$ cat src/rtl/vga_rx_monitor.sv
// VGA receive-side monitor: recovers pixel coordinates, lock state and timing errors
// from hsync/vsync/rgb, and captures one selected pixel. Optional VGA_RX_CHECKSUM_EN adds frame_sum.
module vga_rx_monitor #(
    parameter int H_OFFSET  = 144,
    parameter int V_OFFSET  = 34,
    parameter int H_DISPLAY = 640,
    parameter int V_DISPLAY = 480,
    parameter int H_TOTAL   = 800,
    parameter int V_TOTAL   = 525
) (
    input  logic        clk,
    input  logic        reset,
    input  logic        p_tick,
    input  logic        hsync,
    input  logic        vsync,
    input  logic [7:0]  rgb,
    input  logic [9:0]  cap_x,
    input  logic [9:0]  cap_y,
    input  logic        cap_arm,
    output logic        locked,
    output logic        pix_valid,
    output logic [9:0]  x,
    output logic [9:0]  y,
    output logic [7:0]  pix_data,
    output logic        frame_start,
    output logic [7:0]  cap_data,
    output logic        cap_done,
    output logic        err,
`ifdef VGA_RX_CHECKSUM_EN
    output logic [15:0] frame_sum,
`endif
    output logic [7:0]  err_cnt
);

    typedef enum logic [1:0] {SEEK, TRAIN, LOCKED} state_t;

    localparam logic [9:0]  H_START   = 10'(H_OFFSET);
    localparam logic [9:0]  H_END     = 10'(H_OFFSET + H_DISPLAY);
    localparam logic [9:0]  V_START   = 10'(V_OFFSET);
    localparam logic [9:0]  V_END     = 10'(V_OFFSET + V_DISPLAY);
    localparam logic [10:0] LINE_GOOD = 11'(H_TOTAL);
    localparam logic [10:0] FRAME_GOOD = 11'(V_TOTAL);
    localparam logic [9:0]  CNT_MAX   = 10'h3FF;

    state_t      state_reg;
    logic [1:0]  good_reg;
    logic        frame_clean_reg;
    logic        hs_prev_reg, vs_prev_reg, vs_pend_reg;
    logic [9:0]  h_cnt_reg, v_cnt_reg;
    logic        locked_reg, pix_valid_reg, frame_start_reg, err_reg;
    logic [9:0]  x_reg, y_reg;
    logic [7:0]  pix_data_reg, err_cnt_reg;
    logic [9:0]  cap_x_reg, cap_y_reg;
    logic        armed_reg, cap_done_reg;
    logic [7:0]  cap_data_reg;

    logic        hs_fall, vs_fall, frame_edge;
    logic [9:0]  h_cnt_next, v_cnt_next, x_next, y_next;
    logic [10:0] line_len, frame_len;
    logic        line_ok, frame_ok, violation, active, pix_fire;

    always_comb begin
        hs_fall    = p_tick && hs_prev_reg && !hsync;
        vs_fall    = p_tick && vs_prev_reg && !vsync;
        frame_edge = hs_fall && vs_pend_reg;
        line_len   = {1'b0, h_cnt_reg} + 11'd1;
        frame_len  = {1'b0, v_cnt_reg} + 11'd1;
        line_ok    = (line_len == LINE_GOOD);
        frame_ok   = (frame_len == FRAME_GOOD);

        h_cnt_next = h_cnt_reg;
        if (hs_fall)
            h_cnt_next = '0;
        else if (p_tick && h_cnt_reg != CNT_MAX)
            h_cnt_next = h_cnt_reg + 10'd1;

        v_cnt_next = v_cnt_reg;
        if (frame_edge)
            v_cnt_next = '0;
        else if (hs_fall && v_cnt_reg != CNT_MAX)
            v_cnt_next = v_cnt_reg + 10'd1;

        // Coordinates belong to the tick being sampled, i.e. the updated counters.
        x_next    = h_cnt_next - H_START;
        y_next    = v_cnt_next - V_START;
        violation = (state_reg == LOCKED) && hs_fall && (!line_ok || (frame_edge && !frame_ok));
        active    = p_tick && (h_cnt_next >= H_START) && (h_cnt_next < H_END) &&
                    (v_cnt_next >= V_START) && (v_cnt_next < V_END);
        pix_fire  = active && locked_reg && !violation;
    end

    always_ff @(posedge clk or negedge reset) begin
        if (!reset) begin
            hs_prev_reg     <= 1'b0;
            vs_prev_reg     <= 1'b0;
            vs_pend_reg     <= 1'b0;
            h_cnt_reg       <= '0;
            v_cnt_reg       <= '0;
            pix_valid_reg   <= 1'b0;
            frame_start_reg <= 1'b0;
            x_reg           <= '0;
            y_reg           <= '0;
            pix_data_reg    <= '0;
        end else begin
            if (p_tick) begin
                hs_prev_reg <= hsync;
                vs_prev_reg <= vsync;
            end
            if (frame_edge)
                vs_pend_reg <= 1'b0;
            if (vs_fall)
                vs_pend_reg <= 1'b1;
            h_cnt_reg       <= h_cnt_next;
            v_cnt_reg       <= v_cnt_next;
            pix_valid_reg   <= pix_fire;
            frame_start_reg <= pix_fire && (x_next == 10'd0) && (y_next == 10'd0);
            if (pix_fire) begin
                x_reg        <= x_next;
                y_reg        <= y_next;
                pix_data_reg <= rgb;
            end
        end
    end

    // Lock FSM. frame_clean starts low on entry to TRAIN: the frame in flight
    // (and its first line) began before we were watching, so it never counts.
    always_ff @(posedge clk or negedge reset) begin
        if (!reset) begin
            state_reg       <= SEEK;
            good_reg        <= '0;
            frame_clean_reg <= 1'b0;
            locked_reg      <= 1'b0;
            err_reg         <= 1'b0;
            err_cnt_reg     <= '0;
        end else begin
            err_reg <= violation;
            case (state_reg)
                SEEK: begin
                    if (vs_fall) begin
                        state_reg       <= TRAIN;
                        good_reg        <= '0;
                        frame_clean_reg <= 1'b0;
                    end
                end
                TRAIN: begin
                    if (frame_edge) begin
                        if (frame_clean_reg && line_ok && frame_ok) begin
                            good_reg <= good_reg + 2'd1;
                            if (good_reg == 2'd1) begin
                                state_reg  <= LOCKED;
                                locked_reg <= 1'b1;
                            end
                        end else begin
                            good_reg <= '0;
                        end
                        frame_clean_reg <= 1'b1;
                    end else if (hs_fall && !line_ok) begin
                        frame_clean_reg <= 1'b0;
                    end
                end
                LOCKED: begin
                    if (violation) begin
                        state_reg  <= SEEK;
                        locked_reg <= 1'b0;
                        if (err_cnt_reg != 8'hFF)
                            err_cnt_reg <= err_cnt_reg + 8'd1;
                    end
                end
                default: begin
                    state_reg  <= SEEK;
                    locked_reg <= 1'b0;
                end
            endcase
        end
    end

    always_ff @(posedge clk or negedge reset) begin
        if (!reset) begin
            cap_x_reg    <= '0;
            cap_y_reg    <= '0;
            armed_reg    <= 1'b0;
            cap_done_reg <= 1'b0;
            cap_data_reg <= '0;
        end else if (p_tick && cap_arm) begin
            cap_x_reg    <= cap_x;
            cap_y_reg    <= cap_y;
            armed_reg    <= 1'b1;
            cap_done_reg <= 1'b0;
        end else if (armed_reg && pix_fire && x_next == cap_x_reg && y_next == cap_y_reg) begin
            cap_data_reg <= rgb;
            cap_done_reg <= 1'b1;
            armed_reg    <= 1'b0;
        end
    end

`ifdef VGA_RX_CHECKSUM_EN
    logic [15:0] acc_reg, frame_sum_reg;
    logic [15:0] acc_in;

    always_comb begin
        acc_in = pix_valid_reg ? {8'd0, pix_data_reg} : 16'd0;
    end

    always_ff @(posedge clk or negedge reset) begin
        if (!reset) begin
            acc_reg       <= '0;
            frame_sum_reg <= '0;
        end else if (violation) begin
            acc_reg <= '0;
        end else if (frame_edge) begin
            if (locked_reg)
                frame_sum_reg <= acc_reg + acc_in;
            acc_reg <= '0;
        end else begin
            acc_reg <= acc_reg + acc_in;
        end
    end

    assign frame_sum = frame_sum_reg;
`endif

    assign locked      = locked_reg;
    assign pix_valid   = pix_valid_reg;
    assign x           = x_reg;
    assign y           = y_reg;
    assign pix_data    = pix_data_reg;
    assign frame_start = frame_start_reg;
    assign cap_data    = cap_data_reg;
    assign cap_done    = cap_done_reg;
    assign err         = err_reg;
    assign err_cnt     = err_cnt_reg;

endmodule

$ cat config.mk
export PLATFORM = sky130hd
export DESIGN_NAME = vga_rx_monitor
export DESIGN_NICKNAME = d
export VERILOG_FILES = /design/src/rtl/vga_rx_monitor.sv
export SDC_FILE = /design/constraint.sdc
export NUM_CORES = 1
export LEC_CHECK = 0
export CELL_PAD_IN_SITES_DETAIL_PLACEMENT = 1
export CELL_PAD_IN_SITES_GLOBAL_PLACEMENT = 1
export CORE_MARGIN = 3
export CORE_UTILIZATION = 45
export DETAILED_ROUTE_END_ITERATION = 8
export PLACE_DENSITY = 0.89
export SYNTH_ARGS = -nofsm -noshare
export SYNTH_HDL_FRONTEND = slang
export SYNTH_SLANG_ARGS = --single-unit
$ cat constraint.sdc
create_clock -name clk -period 9.45 [get_ports clk]
set_input_delay 0.945 -clock clk [delete_from_list [all_inputs] [get_ports clk]]
set_output_delay 0.945 -clock clk [all_outputs]
set_load 0.02 [all_outputs]
==> results.cfg, run 1 <==
[finish]
antennaDiodeCount = 0
drive_gt1_share_pct = 13.9
nNetsFinal = 633
syn_to_final_growth_pct = 22.8

[setup_path]
worstPathMaxFanout = 21
cp.arrival_ns = 6.09
cp-start-kind = primary input
critical_path_class = in -> reg
cp.required_ns = 9.69
cp-end-kind = flop

[synth]
syn_nets = 563
synth-async-reset-ratio_pct = 100
ys_types = 74
ys_seq_area_share_pct = 44.7
ys_warn_count = 0
syn-cell-area_sq_um = 5490
synth_cells = 520
synth.avg_cell_area_sq_um = 10.6
synth_ff_type = dfrtp_1
synth-edff-count = 0
ys_ff_latch = 98

[power]
power.density_nw_per_um2 = 176
leakagePower_uw = 0.00288
ir_drop_uv = 144
finalPower_uw = 1190

[floorplanning]
rows = 39
core-area_sq_um = 11700
io_pins = 83
die_y_um = 116
initial_core_util_pct = 47.1
die_x_um = 116
dieArea_sq_um = 13600

[global_route]
grt_max_degree = 67
grt_pass1_wl_mm = 29.0
antenna_found_initial = 0
grt_pass1_vias = 5082
grt_remaining_overflow = 0
grt_usage_pct = 28.0

[sta]
finalSetupViolCount = 0
worst_slew_pin_slew_ns = 1.03
fmax_mhz = 171
finalWorstSetupSlack_ns = 3.60
finalMaxSlewViolations = 0
grt_setup_unrepaired = no
setup-tns-final_ns = 0
period_share_pct = 61.9
hold_violations = 0
min_period_ns = 5.85
maxSlewHeadroom_pct = 31.4
finClkSkew_ns = 0.00932

[routing]
drt_iter0_drc = 254
first_pass_iters = 5
wire_per_inst_um = 24.9
vias_per_cell = 6.45
drc = 0
vias = 4757
drtAntennaViolNets = 0
drt_wl_total_mm = 18.4

[clock_tree]
cts_inserted_buffers = 9
htree_levels = 3
cts_root_buf = clkbuf_16
insertion_delay_ns = 0.36
cts_hold_buffers = 0
cts_tree = yes
clkTransAtPathRegs_ns = 0.07
clock_sinks = 98
post_cts_buffers = 0
ctsResizeCount = 0
cts_buffer_depth = 2

[placed_design]
io_buffers = 82
dp_slack_ns = 3.50
hpwl_mm = 12.1
place_congestion = 0.884

[hold_path]
holdCritPathClass = reg -> reg

[job]
cap_violations = 0

[outcome]
status = finished, final reports clean
power breakdown:
group          internal [uW]  total [uW]  leakage, uW  switching, uW
combinational           98.2         251      0.00141            153
clock                    264         445     0.000171            181
sequential               446         492      0.00130           46.2
total                    808        1190      0.00288            380
cell usage after synthesis (4+ instances only):
cell type	number	area share [%]
clkbuf_1	6	0.41
o211ai_1	6	0.82
xor2_1	17	2.7
and2_1	4	0.46
and3_1	13	1.5
o31ai_1	6	0.82
buf_2	18	1.6
or3_1	5	0.57
nand2_1	27	1.8
a21oi_1	20	1.8
inv_1	18	1.2
nor3_1	14	1.3
o21ai_0	18	1.6
a31oi_1	5	0.57
o21a_1	4	0.55
nand4_1	14	1.6
mux2_2	51	10
nand3b_1	5	0.68
xnor2_1	23	3.7
a41oi_1	4	0.64
and4_1	6	0.96
nand3_1	21	1.9
nor4_1	7	0.80
ha_1	9	2.1
nor2_1	29	2.0
dfrtp_1	98	45
worst paths after layout:
path / startpoint / to / slack [ns] / depth (start not counted)
min: err_cnt[5] / err_cnt[5] / 0.50 / 1
max: p_tick / cap_data[7] / 3.60 / 15
max in group asynchronous: reset / frame_start / 7.72 / 2
min reg2reg: err_cnt[5] / err_cnt[5] / 0.50 / 1
max reg2reg: h_cnt_reg[0] / cap_data[7] / 4.69 / 13
min in group asynchronous: reset / err_cnt[3] / 0.53 / 1
per-layer routing:
| metal | vias to the layer above | wire [um] | GRT usage, % |
|---|---|---|---|
| met5 | - | 0 | 0 |
| met4 | 0 | 718 | 12.4 |
| met3 | 54 | 1400 | 6.42 |
| met2 | 248 | 9110 | 47.3 |
| met1 | 2394 | 7160 | 34.2 |
| li1 | 2061 | - | - |
placed cells by master (no fill, tap or decap), types with 4 or more instances in the layout:
master / instances
dfrtp_1: 98
or3_1: 5
xnor2_1: 23
nor4_1: 7
inv_1: 18
a41oi_1: 4
o211ai_1: 6
and4_1: 6
o21a_1: 4
nor3_1: 14
mux2_2: 51
nand4_1: 14
xor2_1: 17
nand2_1: 27
nor2_1: 28
clkdlybuf4s50_1: 81
o31ai_1: 6
and2_1: 4
nand3b_1: 5
a21oi_1: 20
nand3_1: 21
and3_1: 13
clkbuf_16: 9
a31oi_1: 5
o21ai_0: 18
ha_1: 9
cell type report:
cell class / instances / area, sq um
multi-input cells: 378 / 2850
fillers: 1208 / 4930
repair buffers: 84 / 833
inverters: 19 / 76.3
well taps: 143 / 179
flip-flops and latches: 98 / 2450
clock buffers: 10 / 229
clock inverters: 6 / 121
metrics by stage:
| stage | hold slack, ns | utilization (%) | cell area (sq um) | cells |
|---|---|---|---|---|
| after floorplan | 0.447 | - | 5490 | 520 |
| after global placement | 0.460 | 54.8 | 6390 | 722 |
| after CTS | 0.504 | 57.8 | 6740 | 738 |
| final | 0.500 | 57.8 | 6740 | 738 |
| after detailed placement | 0.488 | 54.8 | 6390 | 722 |
| after global routing | 0.527 | 57.8 | 6740 | 738 |
cell families (layout without fill, tap and decap cells):
logic type | Yosys count | in the layout | synth area share, %
AND/OR/NAND/NOR | 171 | 171 | 18.1
AO/OA/AOI/OAI | 104 | 104 | 14.0
flip-flops | 98 | 98 | 44.7
multiplexers | 53 | 53 | 10.9
buffers and inverters | 44 | 119 | 3.51
XOR/XNOR | 41 | 41 | 6.79
adder cells (fa/ha/maj) | 9 | 9 | 2.05
critical path, stage by stage:
cell and delay (ns):
clkdlybuf4s50_1 0.98, and3b_1 0.79, o31ai_1 0.37, nor3b_1 0.44
nor2_1 0.19, ha_1 0.39, xor2_1 0.19, and4_1 0.22
o41a_1 0.14, nand4_1 0.09, nor4_1 0.25, nand4_1 0.20
nor4_4 0.26, nand4_4 0.26, mux2_2 0.36
Note: power is estimated with default switching activity, not from simulation.
==> run 2: changes to the inputs <==
--- a/config.mk
+++ b/config.mk
@@ -8,9 +8,9 @@
 export CELL_PAD_IN_SITES_DETAIL_PLACEMENT = 1
 export CELL_PAD_IN_SITES_GLOBAL_PLACEMENT = 1
 export CORE_MARGIN = 3
-export CORE_UTILIZATION = 45
+export CORE_UTILIZATION = 43
 export DETAILED_ROUTE_END_ITERATION = 8
-export PLACE_DENSITY = 0.89
+export PLACE_DENSITY = 0.86
 export SYNTH_ARGS = -nofsm -noshare
 export SYNTH_HDL_FRONTEND = slang
 export SYNTH_SLANG_ARGS = --single-unit
==> constraint.sdc (replaced) <==
create_clock -name clk -period 5.55 [get_ports clk]
set_input_delay 0.555 -clock clk [delete_from_list [all_inputs] [get_ports clk]]
set_output_delay 0.555 -clock clk [all_outputs]
set_load 0.02 [all_outputs]
==> results.cfg, run 2 (synthesis gave the netlist of run 1 again) <==
[outcome]
status = finished, final reports clean

[clock_tree]
ctsResizeCount = 0
clkTransAtPathRegs_ns = 0.07
clock_sinks = 98
htree_levels = 3
cts_inserted_buffers = 9
cts_hold_buffers = 0
insertion_delay_ns = 0.35
cts_buffer_depth = 2
post_cts_buffers = 0
cts_tree = yes
cts_root_buf = clkbuf_16

[hold_path]
holdCritPathClass = in -> async

[setup_path]
worstPathMaxFanout = 12
slowest_stage = clkdlybuf4s50_1
cp.arrival_ns = 4.80
cp_cell_sequence = clkdlybuf4s50_1, nand2_1, or3_1, o211ai_1, ha_1, o41ai_1, a31oi_1, xor2_1, xor2_1, or3_1, a211oi_1, nand4_4, mux2_2
cp-start-kind = primary input
critical_path_class = in -> reg
cp-end-kind = flop
max_stage_delay_ns = 0.75
cp.required_ns = 5.78

[global_route]
antenna_found_initial = 0
grt_usage_pct = 23.3
grt_max_degree = 68
grt_remaining_overflow = 0
grt_pass1_vias = 4942
grt_pass1_wl_mm = 26.2

[floorplanning]
dieArea_sq_um = 14200
io_pins = 83
core-area_sq_um = 12300
die_y_um = 119
rows = 40
initial_core_util_pct = 44.8
die_x_um = 119

[placed_design]
place_congestion = 0.931
hpwl_mm = 12.1
dpl.cell_count = 751
io_buffers = 82

[finish]
final_common_cell = dfrtp_1
nFillCells = 1299
nNetsFinal = 637
syn_to_final_growth_pct = 22.7
antennaDiodeCount = 0
final_cell_mix = dfrtp_1, clkdlybuf4s50_1, mux2_2
drive_gt1_share_pct = 14.7
instances_no_fill = 767

[routing]
drtAntennaViolNets = 0
drt_iter0_drc = 249
drt_wl_total_mm = 16.2
wire_per_inst_um = 21.1
drc = 0
vias_per_cell = 5.98
vias = 4584
first_pass_iters = 4

[power]
leakagePower_uw = 0.00287
finalPower_uw = 1860
ir_drop_uv = 140
power.density_nw_per_um2 = 276

[sta]
hold_violations = 0
period_share_pct = 82.4
whs_ns = 0.148
min_period_ns = 4.57
worst_slew_pin_slew_ns = 0.857
grt_setup_unrepaired = no
finalSetupViolCount = 0
maxSlewHeadroom_pct = 42.9
finClkSkew_ns = 0.00818
finalMaxSlewViolations = 0
setup-tns-final_ns = 0
fmax_mhz = 219

[job]
cap_violations = 0
## run 2: cell count changes in the layout (fill, tap and decap cells not counted), sizes merged
cell,previous run,this run
bufinv,3,0
clkinvlp,0,2
clkinv,1,3
inv,21,20
buf,3,7
## run 2: layout make-up
class	count	area (sq um)	area share, %
timing repair buffer	88	863	12.8
tap	168	210	3.12
clock buffer	10	239	3.55
inverter	19	76.3	1.13
clock inverter	6	48.8	0.725
multi-input combinational	378	2850	42.2
sequential	98	2450	36.4
## run 2: metrics by stage
step                      utilization [%]  worst slack (ns)  area [sq um]
after detailed placement             52.6             0.635          6450
after CTS                            54.9             0.980          6740
after global placement               52.6             0.747          6450
after global routing                 54.9             0.483          6740
after floorplan                         -              1.81          5490
final                                54.9             0.979          6740
## run 2: path summary, 6_finish.rpt
kind                       slack (ns)  depth (start not counted)    startpoint          end
setup / recovery                 0.98                         13        p_tick  cap_data[1]
min in group clk                 0.49                          1          y[1]         y[1]
hold / removal                   0.15                          1         reset   err_cnt[3]
setup reg to reg                 1.02                         15  v_cnt_reg[0]  cap_data[1]
max in group asynchronous        4.18                          2         reset    armed_reg
hold reg to reg                  0.49                          1          y[1]         y[1]
## run 2: layer usage
metal  part of all wire, %  up-vias  wire (um)  global-route usage (%)
met3                   6.0       28        974                    5.18
met5                     0        -          0                       0
met2                    51      140       8200                    40.8
met4                   2.4        0        394                    8.62
li1                      -     2083          -                       -
met1                    41     2333       6650                    28.1
## run 2: worst max-delay path: cells and delay by family
kind / cells / cell delay [ns]
compound gates: 4 / 1.27
simple gates: 4 / 1.12
buf+inv: 1 / 0.75
xor+xnor: 2 / 0.38
fa+ha+maj: 1 / 0.37
mux: 1 / 0.35
## run 2: power breakdown
group          total (uW)  leakage, uW  internal (uW)  switching (uW)
combinational         411      0.00143            169             242
clock                 615     0.000137            321             294
sequential            832      0.00130            760            71.7
total                1860      0.00287           1250             607
==> run 3: changes to the inputs <==
==> constraint.sdc (replaced) <==
create_clock -name clk -period 4.7 [get_ports clk]
set_input_delay 0.47 -clock clk [delete_from_list [all_inputs] [get_ports clk]]
set_output_delay 0.47 -clock clk [all_outputs]
set_load 0.02 [all_outputs]
==> results.cfg, run 3 (synthesis gave the netlist of run 1 again) <==
[sta]
finalMaxSlewViolations = 0
finalSetupViolCount = 0
fmax_mhz = 236
finalWorstSetupSlack_ns = 0.465
worst_slew_pin_slew_ns = 0.814
finClkSkew_ns = 0.0151
setup-tns-final_ns = 0
grt_setup_unrepaired = no
period_share_pct = 90.1
min_period_ns = 4.23
maxSlewHeadroom_pct = 45.7
hold_violations = 0

[global_route]
grt_pass1_wl_mm = 27.7
grt_max_degree = 65
grt_remaining_overflow = 0
antenna_found_initial = 0
grt_usage_pct = 24.6
grt_pass1_vias = 5067

[clock_tree]
clkTransAtPathRegs_ns = 0.07
clock_sinks = 98
ctsResizeCount = 0
post_cts_buffers = 0
htree_levels = 3
insertion_delay_ns = 0.36
cts_tree = yes
cts_root_buf = clkbuf_16
cts_inserted_buffers = 9
cts_buffer_depth = 2
cts_hold_buffers = 0

[setup_path]
r2r-start = h_cnt_reg[0]
cp.required_ns = 4.94
cp_cell_sequence = clkdlybuf4s50_1, buf_4, and3_1, o2111ai_1, nand3_1, ha_1, o41ai_1, a31oi_1, nand2_1, a311o_1, a31o_4, nor4_4, nand4_4, mux2_2
cp.arrival_ns = 4.47
max_stage_delay_ns = 0.70
slowest_stage = clkdlybuf4s50_1
cp-end-kind = flop
r2r-end = cap_data[5]
reg2reg_setup_slack_ns = 0.47
critical_path_class = in -> reg
worstPathMaxFanout = 12
ff2ff_path_depth = 13
cp-start-kind = primary input

[floorplanning]
initial_core_util_pct = 44.8
core-area_sq_um = 12300
dieArea_sq_um = 14200
rows = 40
die_x_um = 119
die_y_um = 119
io_pins = 83

[placed_design]
dp_slack_ns = 0.150
place_area_sq_um = 6500
place_congestion = 0.917
hpwl_mm = 12.2
io_buffers = 82

[power]
leakagePower_uw = 0.00292
ir_drop_uv = 226
power.density_nw_per_um2 = 334

[finish]
antennaDiodeCount = 0
drive_gt1_share_pct = 15.7
nNetsFinal = 644
fin_area_sq_um = 6820
nFillCells = 1308
final_common_cell = dfrtp_1
final_cell_mix = dfrtp_1, clkdlybuf4s50_1, mux2_2
syn_to_final_growth_pct = 24.3

[routing]
vias = 4668
first_pass_iters = 5
drc = 0
drt_iter0_drc = 229
drtAntennaViolNets = 0
wire_per_inst_um = 21.6
drt_wl_total_mm = 16.7
vias_per_cell = 6.03

[hold_path]
holdCritPathClass = in -> async

[outcome]
status = finished, final reports clean

[job]
cap_violations = 0
[run 3: worst max-delay path, delay by kind of cell]
family,cells,cell delay (ns)
AO/OA/AOI/OAI,5,1.25
AND/OR/NAND/NOR,5,1.12
buffers and inverters,2,0.97
multiplexers,1,0.36
adder cells (fa/ha/maj),1,0.30
[run 3: final cells by class]
type	count	area (sq um)	area share (%)
Multi-Input combinational cell	378	2850	41.7
Inverter	19	76.3	1.12
Tap cell	168	210	3.08
Clock inverter	4	55.1	0.807
Timing Repair Buffer	95	916	13.4
Clock buffer	12	267	3.91
Sequential cell	98	2450	36.0
[run 3: stage by stage]
stage	hold slack (ns)	total power (uW)	cells	utilization (%)
CTS	0.244	2290	774	55.6
detailed placement	0.479	1480	758	53.0
global route	0.269	2390	774	55.6
finish	0.206	2280	774	55.6
global placement	0.463	1450	758	53.0
floorplan	0.174	1310	520	-
[run 3: power breakdown]
group	internal, uW	switching [uW]
Combinational	205	288
Clock	461	339
Sequential	897	89.2
[run 3: how the worst max path moves through the flow]
stage	to	start	slack (ns)
final	cap_data[5]	p_tick	0.47
after floorplan	pix_data[4]	p_tick	1.04
after global placement	cap_data[0]	p_tick	0.35
after CTS	cap_data[5]	p_tick	0.50
after global routing	cap_data[5]	h_cnt_reg[0]	0.12
after detailed placement	cap_data[1]	p_tick	0.15
[run 3: routing by layer]
metal	GRT usage [%]	part of all wire [%]	up-vias
met3	6.32	6.4	39
li1	-	-	2094
met5	0	0	-
met4	8.98	3.1	0
met1	30.0	40	2375
met2	42.1	50	160
